`src/rtl/div_pkg.sv`:
```
// rtl/div_pkg.sv - shared constants and state encoding for the repeated-subtraction divider
// Contents:
//   DIV_SIZE    default operand/result width
//   div_state_t sequencer states (IDLE=0, LOAD=1, SUB=2, DONE=3)
package div_pkg;

  localparam int DIV_SIZE = 32;

  typedef enum logic [1:0] {
    IDLE = 2'd0,
    LOAD = 2'd1,
    SUB  = 2'd2,
    DONE = 2'd3
  } div_state_t;

endpackage

```
`src/rtl/subSFR.sv`:
```
// rtl/subSFR.sv - subtractor special-function register: load or subtract-in-place
// Ports:
//   clk  rising-edge clock
//   ld   load Q with D (has priority over sub)
//   sub  replace Q with Q - S
//   D    load value
//   S    subtrahend
//   Q    current register value
// No reset input; the owner clears it by loading zero.
module subSFR
  import div_pkg::*;
#(
  parameter int SIZE = DIV_SIZE
) (
  input  logic            clk,
  input  logic            ld,
  input  logic            sub,
  input  logic [SIZE-1:0] D,
  input  logic [SIZE-1:0] S,
  output logic [SIZE-1:0] Q
);

  always_ff @(posedge clk) begin
    if (ld) begin
      Q <= D;
    end else if (sub) begin
      Q <= Q - S;
    end
  end

endmodule

```
`src/rtl/div_seq.sv`:
```
// rtl/div_seq.sv - unsigned divider sequencer driving subSFR by repeated subtraction
// Ports:
//   clk        rising-edge clock
//   rst        synchronous active-high reset
//   start      division request, sampled only when not busy
//   dividend   unsigned dividend, sampled with start
//   divisor    unsigned divisor, sampled with start
//   busy       high while in LOAD or SUB
//   done       one-cycle pulse, results valid from this cycle
//   div_zero   last accepted request had divisor 0
//   quotient   result quotient, held until the next accepted start
//   remainder  result remainder, held until the next accepted start
module div_seq
  import div_pkg::*;
#(
  parameter int SIZE = DIV_SIZE
) (
  input  logic            clk,
  input  logic            rst,
  input  logic            start,
  input  logic [SIZE-1:0] dividend,
  input  logic [SIZE-1:0] divisor,
  output logic            busy,
  output logic            done,
  output logic            div_zero,
  output logic [SIZE-1:0] quotient,
  output logic [SIZE-1:0] remainder
);

  div_state_t      state;
  logic [SIZE-1:0] dvd_q;
  logic [SIZE-1:0] dsr_q;
  logic [SIZE-1:0] cnt;

  logic            sfr_ld;
  logic            sfr_sub;
  logic [SIZE-1:0] sfr_d;
  logic [SIZE-1:0] sfr_q;
  logic            sfr_ge;

  // The dividend is captured at acceptance so the LOAD cycle is immune to
  // the caller changing its inputs afterwards. During reset the SFR is
  // cleared by loading zero, since it has no reset of its own.
  assign sfr_ld  = rst || (state == LOAD);
  assign sfr_d   = rst ? '0 : dvd_q;
  assign sfr_ge  = (sfr_q >= dsr_q);
  assign sfr_sub = !rst && (state == SUB) && sfr_ge;

  subSFR #(.SIZE(SIZE)) u_sfr (
    .clk (clk),
    .ld  (sfr_ld),
    .sub (sfr_sub),
    .D   (sfr_d),
    .S   (dsr_q),
    .Q   (sfr_q)
  );

  always_ff @(posedge clk) begin
    if (rst) begin
      state     <= IDLE;
      busy      <= 1'b0;
      done      <= 1'b0;
      div_zero  <= 1'b0;
      quotient  <= '0;
      remainder <= '0;
      cnt       <= '0;
      dvd_q     <= '0;
      dsr_q     <= '0;
    end else begin
      done <= 1'b0;
      case (state)
        IDLE, DONE: begin
          if (start) begin
            dvd_q    <= dividend;
            dsr_q    <= divisor;
            cnt      <= '0;
            div_zero <= (divisor == '0);
            if (divisor != '0) begin
              state <= LOAD;
              busy  <= 1'b1;
            end else begin
              // Divide-by-zero bypasses the datapath entirely.
              state     <= DONE;
              busy      <= 1'b0;
              done      <= 1'b1;
              quotient  <= '1;
              remainder <= dividend;
            end
          end else begin
            state <= IDLE;
            busy  <= 1'b0;
          end
        end
        LOAD: begin
          state <= SUB;
        end
        SUB: begin
          if (sfr_ge) begin
            cnt <= cnt + SIZE'(1);
          end else begin
            state     <= DONE;
            busy      <= 1'b0;
            done      <= 1'b1;
            quotient  <= cnt;
            remainder <= sfr_q;
          end
        end
        default: begin
          state <= IDLE;
          busy  <= 1'b0;
        end
      endcase
    end
  end

endmodule

```
`config.mk`:
```
export PLATFORM = sky130hd
export DESIGN_NAME = div_seq
export DESIGN_NICKNAME = d
export VERILOG_FILES = /design/src/rtl/div_pkg.sv /design/src/rtl/subSFR.sv /design/src/rtl/div_seq.sv
export SDC_FILE = /design/constraint.sdc
export NUM_CORES = 1
export LEC_CHECK = 0
export BUFFER_PORTS_ARGS = -buffer_cell sky130_fd_sc_hd__buf_2
export CAP_MARGIN = 20
export CORE_UTILIZATION = 62
export CTS_CLUSTER_SIZE = 16
export DETAILED_ROUTE_END_ITERATION = 8
export GPL_ROUTABILITY_DRIVEN = 1
export PLACE_DENSITY_LB_ADDON = 0.2
export RECOVER_POWER = 25
export SYNTH_ARGS = -nofsm -noshare
export SYNTH_HDL_FRONTEND = slang
export SYNTH_SLANG_ARGS = --single-unit
```
`constraint.sdc`:
```
create_clock -name clk -period 14.9 [get_ports clk]
set_clock_uncertainty 0.1 [all_clocks]
set_input_delay 2.98 -clock clk [delete_from_list [all_inputs] [get_ports clk]]
set_output_delay 2.98 -clock clk [all_outputs]
set_load 0.02 [all_outputs]
```
* Yosys cells after proc, flatten, opt, wreduce, memory -nomap -nowiden
Cells that the tools add are included.
Word-level totals: bits of input ports 67, bits in registers 197, word-level logic and storage cells 60
Cells by class: add/sub/neg operators 2, reduce and logical (&&, ||, !) cells 14, equal/unequal tests 7, mux-type cells 26, order comparisons 1
Operators with widths (number):
- 32-bit two-way mux | 11
- 32-bit case mux with 2 select lines | 3
- 32-bit by 1-bit adder with 32-bit output (second input constant) | 1
- 32-bit >= comparator | 1
- 32-bit logical NOT | 1
- 32-bit nonzero test | 1
- 32-bit subtractor | 1
- 2-bit inequality test (second input constant) | 4
- 1-bit two-way mux | 6
- 2-bit two-way mux | 3
- 2-bit case mux with 3 select lines | 1
- 2-bit == test (second input constant) | 2
- 1-bit case mux with 2 select lines | 2
- 2-bit AND reduction | 2
- 4-bit AND reduction | 1
- 2-bit nonzero test | 2
- 3-bit AND reduction | 1
- 2-bit by 1-bit == test with 1-bit output (second input constant) | 1
- 1-bit logical AND | 2
- 2-bit logical NOT | 1
- 2-bit OR reduction | 1
- 1-bit logical NOT | 1
- 1-bit logical OR | 1

* Logic depth before layout (Yosys ltp)
Gate-level depths: netlist of run 1.
word-level depth 5, depth in mapped cells 15

* Cells and area by module
A second synthesis of run 1 with hierarchy kept.
Second synthesis, totals: cell total of the unflattened synthesis 1328, area, all modules 11049.3 um^2
By module, submodules not included:
- div_seq | sequential area each 3303.2 um^2, cells each 963, instances 1, area an instance 7955.1 um^2
- subSFR | sequential area each 960.9 um^2, cells each 365, instances 1, area an instance 3094.2 um^2

* Least setup slack after synthesis of run 1
No wires, ideal clock.
kind input to register, start input rst, end register u_sfr.Q[0] (enable), required time 14.142 ns, library setup time 0.658 ns, stages 3, path buffers 1, arrival time 4.280 ns, setup slack 9.862 ns, cells stage by stage clkbuf_1 > nor2_1 > o21ai_0
Between the ends: cells in the longest elaborated chain, start to end 4, elaborated cells on any way between the ends 5, classes of those cells 5 x reduce/logical
Ends and longest elaborated chain:
- start, declared | line div_seq.sv:19 | input logic rst,
- 1-bit logical NOT | line div_seq.sv:47 | assign sfr_sub = !rst && (state == SUB) && sfr_ge;
- 1-bit logical AND (2 in a row) | line div_seq.sv:47
- 2-bit nonzero test (no source line) *
- end signal, assigned | line subSFR.sv:27 | Q <= Q - S;
- end, declared | line subSFR.sv:20 | output logic [SIZE-1:0] Q
Every way passes the cells marked *; elsewhere a longest branch is shown, timed or not. A chain may end at the register's enable or synchronous reset.

* Worst setup path in the final report of run 1
start input rst, end register u_sfr.Q[26], data pin
Between the ends: cells in the longest elaborated chain, start to end 2, elaborated cells on any way between the ends 3, classes of those cells 2 x mux; 1 x reduce/logical
Ends and longest elaborated chain:
- 32-bit two-way mux or 1-bit logical OR (tied branches) | line div_seq.sv:45, div_seq.sv:44
- 32-bit two-way mux * | line subSFR.sv:24 | if (ld) begin
Marked as above.

==> impl_results.md, run 1 <==
- Status: finished with violations
- Violated checks: max-capacitance violations, max-slew violations
- Share of cells above drive strength 1: 14.0%
- Post-synth EDFFs: 32
- Ys flop type: dfxtp_1
- Fin util: 71.4%
- Routed WL per cell: 17.1 um
- Initial antenna violation count: 0
- P&R area growth vs syn: 12.2%
- Gates resized, CTS repair: 0
- Row count: 46
- Synth warn: 0
- Setup TNS: 0 ps
- Sw frac: 44.0%
- Fin. Hold Viols: 0
- Leading area contributor after synthesis: dfxtp_1
- Max Cap Violations: 1
- CP endpoint kind: flop
- Post-synth top area share: 32.5%
- Largest net degree at the start of global routing: 97
- Syn Inst Count: 1,195
- GRT overflow: 0
- Mean post-synth cell area: 8.49 sq um
- Diode count: 0
- Clock transition at the registers of the reported paths: 70 ps
- Sequential fraction of the synthesis area: 42.0%
- Longest Clk Path Bufs: 2
- Min Clock Period, post-route: 7860 ps
- GR met1 Demand/Resource: 42.3%
- DRC viols: 0
- Slew HR: -128%
- Synth area leaders: dfxtp_1, edfxtp_1, nand2_1
- Setup Buffers After CTS: 0
- Buf/Inv on CP: 3
- Count of cell types in the netlist: 75
- Post-Syn Nets: 1,298
- Critical Path Max Stage Delay: 2370 ps
- Post-Synthesis Cell Area: 10,200 sq um
- CTS Root Cell: clkbuf_16
- Most common cell in the netlist: nand2_1
- Worst Max-Slew Pin Slew: 3420 ps
- Number of global-route vias before repair: 8,324
- Worst-Skew Late Latency: 430 ps
- Hold WC Path Type: reg -> reg
- Final Max Tran Viols: 75
- Die area: 16,900 sq um
- Worst Setup Start Kind: input port
- Seq pwr share: 29.5%
- Setup violators final: 0
- Nets: 1,379
- Data required, critical path: 14,970 ps
- Final period utilization: 52.7%
- Crit path cell chain: clkbuf_1 -> inv_1 -> buf_4 -> nand2_1 -> nor2_1 -> a22oi_1 -> nand3_1
- Grt peak-use layer: met2
- # hold bufs at CTS: 0
- Vias per std cell: 6.13
- Worst Path Max Fanout: 74
- CTS tree: built
- Synth top cells by count: nand2_1, dfxtp_1, a21oi_1, nor2_1, inv_1
- RSZ-0062 raised after global routing: no
- Achievable Freq: 0.127 GHz
- H-tree levels: 4
- Initial Utilization: 63.7%
- Cell at the slowest stage of the critical path: clkbuf_1
- Dpl hpwl: 17,300 um
- Final RePlAce weighted congestion: 0.898
- Logic pwr share: 52.5%
- 1st-iter DRT viols: 945
- ANT nets after route: 0
- Core footprint: 15,900 sq um
- Die height: 130 um
- Via count: 9,230
- Ys async rst share: 0%
- M2 GR Usage: 51.1%
- First-pass GRT wire length: 41,300 um
- Delay-heaviest family, CP: buffers and inverters
- Total CTS buffers: 17
- Switch Pwr: 1.19 mW
- Boundary pin count: 134
- Synthesized flop and latch total: 197
- Clk pwr share: 18.0%
- IO buf count: 133
- Crit path DAT: 7930 ps
- Total Routing Usage GR: 31.1%
- Routed Wire Length: 25,700 um
- Chip Width: 130 um
- Lkg Pwr: 4.35 nW
- Grt met3 use: 3.90%
- Crit path kind: in -> reg
- Maximum vdd drop: 0.145 mV
- Clock sink count: 197
- PwrDens: 237 nW/um^2
- Internal power: 1.51 mW
- Drt first pass iters: 5
[per-stage QoR]
stage | instance area (sq um) | power, mW | instances | hold WS (ps) | setup slack [ps]
6_report | 11400 | 2.69 | 1505 | 356 | 7040
5_1_grt | 11400 | 2.87 | 1505 | 368 | 6610
4_1_cts | 11400 | 2.68 | 1503 | 356 | 9260
3_5_place_dp | 10800 | 2.18 | 1471 | 346 | 8800
3_3_place_gp | 10800 | 2.15 | 1470 | 342 | 8900
2_1_floorplan | 10200 | 1.88 | 1195 | 336 | 9860
[cell families after synthesis]
| logic type | count (synthesis) | share of synthesized area (%) |
|---|---|---|
| simple gates | 421 | 18.3 |
| compound gates | 351 | 23.9 |
| xor+xnor | 20 | 1.73 |
| mux | 41 | 4.06 |
| buf+inv | 129 | 5.44 |
| flops | 197 | 42.0 |
| fa+ha+maj | 36 | 4.51 |
[layout by cell type (no fill, tap or decap), drive strengths merged, types with 3 or more instances in the layout]
cell type and instances:
nand2 223, dfxtp 165, a21oi 126, nor2 85, buf 84, clkbuf 81
inv 54, o21ai 43, mux2i 40, a211oi 36, ha 35, o221a 33
edfxtp 32, nand3 28, a31oi 26, a21o 20, nor3 16, nand4 13
xnor2 12, nor4 12, and3 11, o211ai 10, xor2 8, or4 7
a22oi 6, and2 6, o21a 5, a31o 5, nor2b 5, o311ai 5
and4 4, or2 4, o22ai 3, o31ai 3, o21bai 3, clkinv 3
[sequential cells by signal, indices dropped and copies added, names as in the netlist, 2 cells and up]
signal,cells
remainder,32
quotient,32
dsr_q,32
u_sfr.Q,32
dvd_q,32
cnt,32
state,2
[cell type report]
class / instances / area, sq um
multi-input cells: 869 / 5350
fillers: 1322 / 4550
flip-flops and latches: 197 / 4260
repair buffers: 143 / 694
clock buffers: 22 / 528
well taps: 216 / 270
inverters: 48 / 180
clock inverters: 10 / 100
[path summary, 6_finish.rpt]
check                                            start  slack (ps)                         to  depth (start not counted)
worst max-delay path                               rst        7040      u_sfr.Q[26]$_DFFE_PP_                          7
worst min register to register  dsr_q[23]$_SDFFE_PP0P_         360     dsr_q[23]$_SDFFE_PP0P_                          2
worst max register to register    u_sfr.Q[0]$_DFFE_PP_       10170  quotient[27]$_SDFFE_PP0P_                         13
worst min-delay path            dsr_q[23]$_SDFFE_PP0P_         360     dsr_q[23]$_SDFFE_PP0P_                          2
[per-layer routing]
metal	part of all wire (%)	up-vias	wire, um
li1	-	4492	-
met1	46	4367	11700
met2	47	329	12100
met3	5.5	42	1410
met4	1.8	0	465
met5	0	-	0
[worst register-to-register path, cell delays in order, from the launching register on]
cell and delay, ps:
edfxtp_1 390, inv_1 90, ha_1 180, inv_1 70
fa_1 430, a211oi_2 250, o21ai_1 160, a21o_1 200
a21o_1 210, o211ai_1 880, and2_4 450, nand3_1 570
buf_8 390, o221a_2 260
[power groups by stage]
stage	combinational [mW]	clock [mW]	sequential (mW)
final	1.41	0.484	0.795
after global routing	1.55	0.507	0.810
after CTS	1.40	0.487	0.792
after detailed placement	1.38	0	0.802
after global placement	1.35	0	0.800
after floorplan	1.04	0	0.845
(Power assumes the default switching activity.)
==> run 2, diff against run 1 <==
--- a/config.mk
+++ b/config.mk
@@ -7,7 +7,7 @@
 export LEC_CHECK = 0
 export BUFFER_PORTS_ARGS = -buffer_cell sky130_fd_sc_hd__buf_2
 export CAP_MARGIN = 20
-export CORE_UTILIZATION = 62
+export CORE_UTILIZATION = 53
 export CTS_CLUSTER_SIZE = 16
 export DETAILED_ROUTE_END_ITERATION = 8
 export GPL_ROUTABILITY_DRIVEN = 1
==> constraint.sdc (replaced) <==
create_clock -name clk -period 7 [get_ports clk]
set_clock_uncertainty 0.1 [all_clocks]
set_input_delay 1.4 -clock clk [delete_from_list [all_inputs] [get_ports clk]]
set_output_delay 1.4 -clock clk [all_outputs]
set_load 0.02 [all_outputs]
==> run 2 against run 1 <==
Effect of this change:
- the flow still finishes with violations (max-capacitance violations, max-slew violations)
- die area rose by 17%
- clock power increased by 110%
- non-clock buffer count stayed put
- total power grew 110%
- register-to-register slack worse by 7700 ps
- global-route usage decreased by 3.4 points
- cell area decreased by 0.26%
- sequential share of layout area is 0.099 points higher
- critical endpoint is now quotient[25]$_SDFFE_PP0P_
==> impl_results.md, run 2 (synthesis gave the netlist of run 1 again) <==
- Dpl hpwl: 18,100 um (+4.5%)
- Sw frac: 44.7% (+0.69 points)
- Most common cell after layout, fill and taps aside: nand2_1
- Crit path DAT: 4790 ps (-3140 ps)
- Share of cells above drive strength 1: 13.7% (-0.23 points)
- Commonest non-fill, non-tap cells in the layout: nand2_1, dfxtp_1, a21oi_1
- Chip Width: 140 um (+8.0%)
- H-tree levels: 4 (unchanged)
- Setup TNS: 0 ps (unchanged)
- Total Routing Usage GR: 27.7% (-3.4 points)
- Clk pwr share: 17.5% (-0.5 points)
- Crit path cell chain: inv_1 -> ha_1 -> clkbuf_1 -> clkinv_1 -> and2_1 -> nand3_1 -> buf_8 -> o221a_2
- Switch Pwr: 2.54 mW (+110%)
- Total CTS buffers: 17 (unchanged)
- Register-to-Register Path Depth: 8 (-5)
- # hold bufs at CTS: 0 (unchanged)
- CTS Root Cell: clkbuf_16
- Die height: 140 um (+8.0%)
- Status: finished with violations
- Final period utilization: 64.3%
- Min Clock Period, post-route: 4500 ps
- Seq pwr share: 29.9% (+0.4 points)
- Met3 routed WL: 1520 um (+7.3%)
- Nets: 1,379 (unchanged)
- Finished Layout Cells: 1,523 (+1.2%)
- Longest Clk Path Bufs: 2 (unchanged)
- Cell at the slowest stage of the critical path: clkinv_1
- IO buf count: 133 (unchanged)
- Drt first pass iters: 6 (+1)
- Maximum vdd drop: 0.261 mV (+80%)
- Gates resized, CTS repair: 0 (unchanged)
- Pre-CTS setup slack: 2510 ps (-6290 ps)
- Violated checks: max-capacitance violations, max-slew violations
- Placed insts: 1,489 (+1.2%)
- GRT overflow: 0 (unchanged)
- Worst Path Max Fanout: 23 (-69%)
- Via count: 9,128 (-1.1%)
- Number of global-route vias before repair: 8,427 (+1.2%)
- Slew HR: -68.7% (+59 points)
- Critical Path Max Stage Delay: 1020 ps (-1350 ps)
- Routed WL per cell: 17.4 um (+2.1%)
- Vias per std cell: 5.99 (-2.3%)
- P&R area growth vs syn: 11.9%
- Largest net degree at the start of global routing: 97 (unchanged)
- Core footprint: 18,800 sq um (+18%)
- Hold WC Path Type: reg -> reg
- Initial antenna violation count: 1 (+1)
- Routed Wire Length: 26,600 um (+3.3%)
- DRC viols: 0 (unchanged)
- Fillers: 1,652 (+25%)
- Fin. Hold Viols: 0 (unchanged)
- Setup Buffers After CTS: 0 (unchanged)
- CTS tree: built
- CP endpoint kind: flop
- Achievable Freq: 0.222 GHz
- Routed length on met2: 12,200 um (+0.48%)
- Diode count: 0 (unchanged)
- Die area: 19,700 sq um (+17%)
- Worst Setup Start Kind: flop
- Final RePlAce weighted congestion: 0.940 (+4.6%)
- Worst-Skew Late Latency: 450 ps (+20 ps)
- Setup violators final: 0 (unchanged)
- ANT nets after route: 0 (unchanged)
- Worst Hold Path Cells: 2 (unchanged)
- Worst Max-Slew Pin Slew: 2530 ps (-885 ps)
- PnR worst setup slack: 2500 ps (-4540 ps)
- Final Max Tran Viols: 58 (-23%)
- Max Cap Violations: 1 (unchanged)
- Clock transition at the registers of the reported paths: 70 ps (about the same)
- Initial Utilization: 54.1% (-9.6 points)
- Lkg Pwr: 4.32 nW (-0.66%)
- Logic pwr share: 52.6% (about the same)
- Data required, critical path: 7290 ps (-7680 ps)
- First-pass GRT wire length: 43,300 um (+4.9%)
- 1st-iter DRT viols: 743 (-21%)
- Wire length on met1: 12,300 um (+5.4%)
- DR top layer: met5
- Row count: 50 (+8.7%)
- RSZ-0062 raised after global routing: no
- Internal power: 3.14 mW (+110%)
- Clock sink count: 197 (unchanged)
- Crit path kind: reg -> reg
- Boundary pin count: 134 (unchanged)
- PwrDens: 501 nW/um^2 (+110%)
## run 2: cell count changes in the layout (fill, tap and decap cells not counted)
cell        before  now
nand2_1        221  222
clkbuf_16       20   17
inv_8            1    3
nand2_2          2    1
clkbuf_1        59   60
clkinvlp_4       0    1
a211oi_1        25   26
clkinv_2         1    0
clkinv_4         1    2
a211oi_2        11   10
buf_4            8    7
## run 2: worst paths after layout
| path | from | endpoint | slack (ps) |
|---|---|---|---|
| hold reg to reg | dsr_q[5]$_SDFFE_PP0P_ | dsr_q[5]$_SDFFE_PP0P_ | 360 |
| setup reg to reg | state[1]$_SDFFE_PP0P_ | quotient[25]$_SDFFE_PP0P_ | 2500 |
| setup / recovery | state[1]$_SDFFE_PP0P_ | quotient[25]$_SDFFE_PP0P_ | 2500 |
| hold / removal | dsr_q[5]$_SDFFE_PP0P_ | dsr_q[5]$_SDFFE_PP0P_ | 360 |
## run 2: final cells by class
class                           count  area, sq um  area share (%)
Clock buffer                       19          453            3.99
Clock inverter                     13          134            1.18
Tap cell                          234          293            2.58
Inverter                           48          180            1.59
Timing Repair Buffer              143          691            6.08
Sequential cell                   197         4260            37.5
Multi-Input combinational cell    869         5350            47.1
## run 2: metal layers
| layer | track usage (%) | vias up |
|---|---|---|
| li1 | - | 4484 |
| met1 | 38.4 | 4272 |
| met2 | 44.2 | 327 |
| met3 | 4.03 | 43 |
| met4 | 9.20 | 2 |
| met5 | 0 | - |
## run 2: stage by stage
| stage | instance area [sq um] | hold slack [ps] | utilization (%) | power [mW] |
|---|---|---|---|---|
| floorplan | 10200 | 336 | - | 4.01 |
| detailed placement | 10800 | 347 | 57.7 | 4.66 |
| global placement | 10800 | 342 | 57.6 | 4.62 |
| CTS | 11400 | 358 | 60.8 | 5.67 |
| finish | 11400 | 357 | 60.5 | 5.69 |
| global route | 11400 | 370 | 60.5 | 6.09 |
## run 2: worst max-delay path: cells and delay by family, from the launching register on
| family | cells | cell delay [ps] |
|---|---|---|
| adder cells (fa/ha/maj) | 1 | 680 |
| AND/OR/NAND/NOR | 2 | 850 |
| flip-flops | 1 | 320 |
| AO/OA/AOI/OAI | 1 | 200 |
| buffers and inverters | 4 | 2300 |
## run 2: power groups by stage
stage | sequential, mW | clock, mW | combinational [mW]
floorplan | 1.80 | 0 | 2.21
global placement | 1.71 | 0 | 2.91
detailed placement | 1.72 | 0 | 2.95
CTS | 1.69 | 1.00 | 2.98
global route | 1.73 | 1.05 | 3.30
finish | 1.70 | 0.998 | 2.99
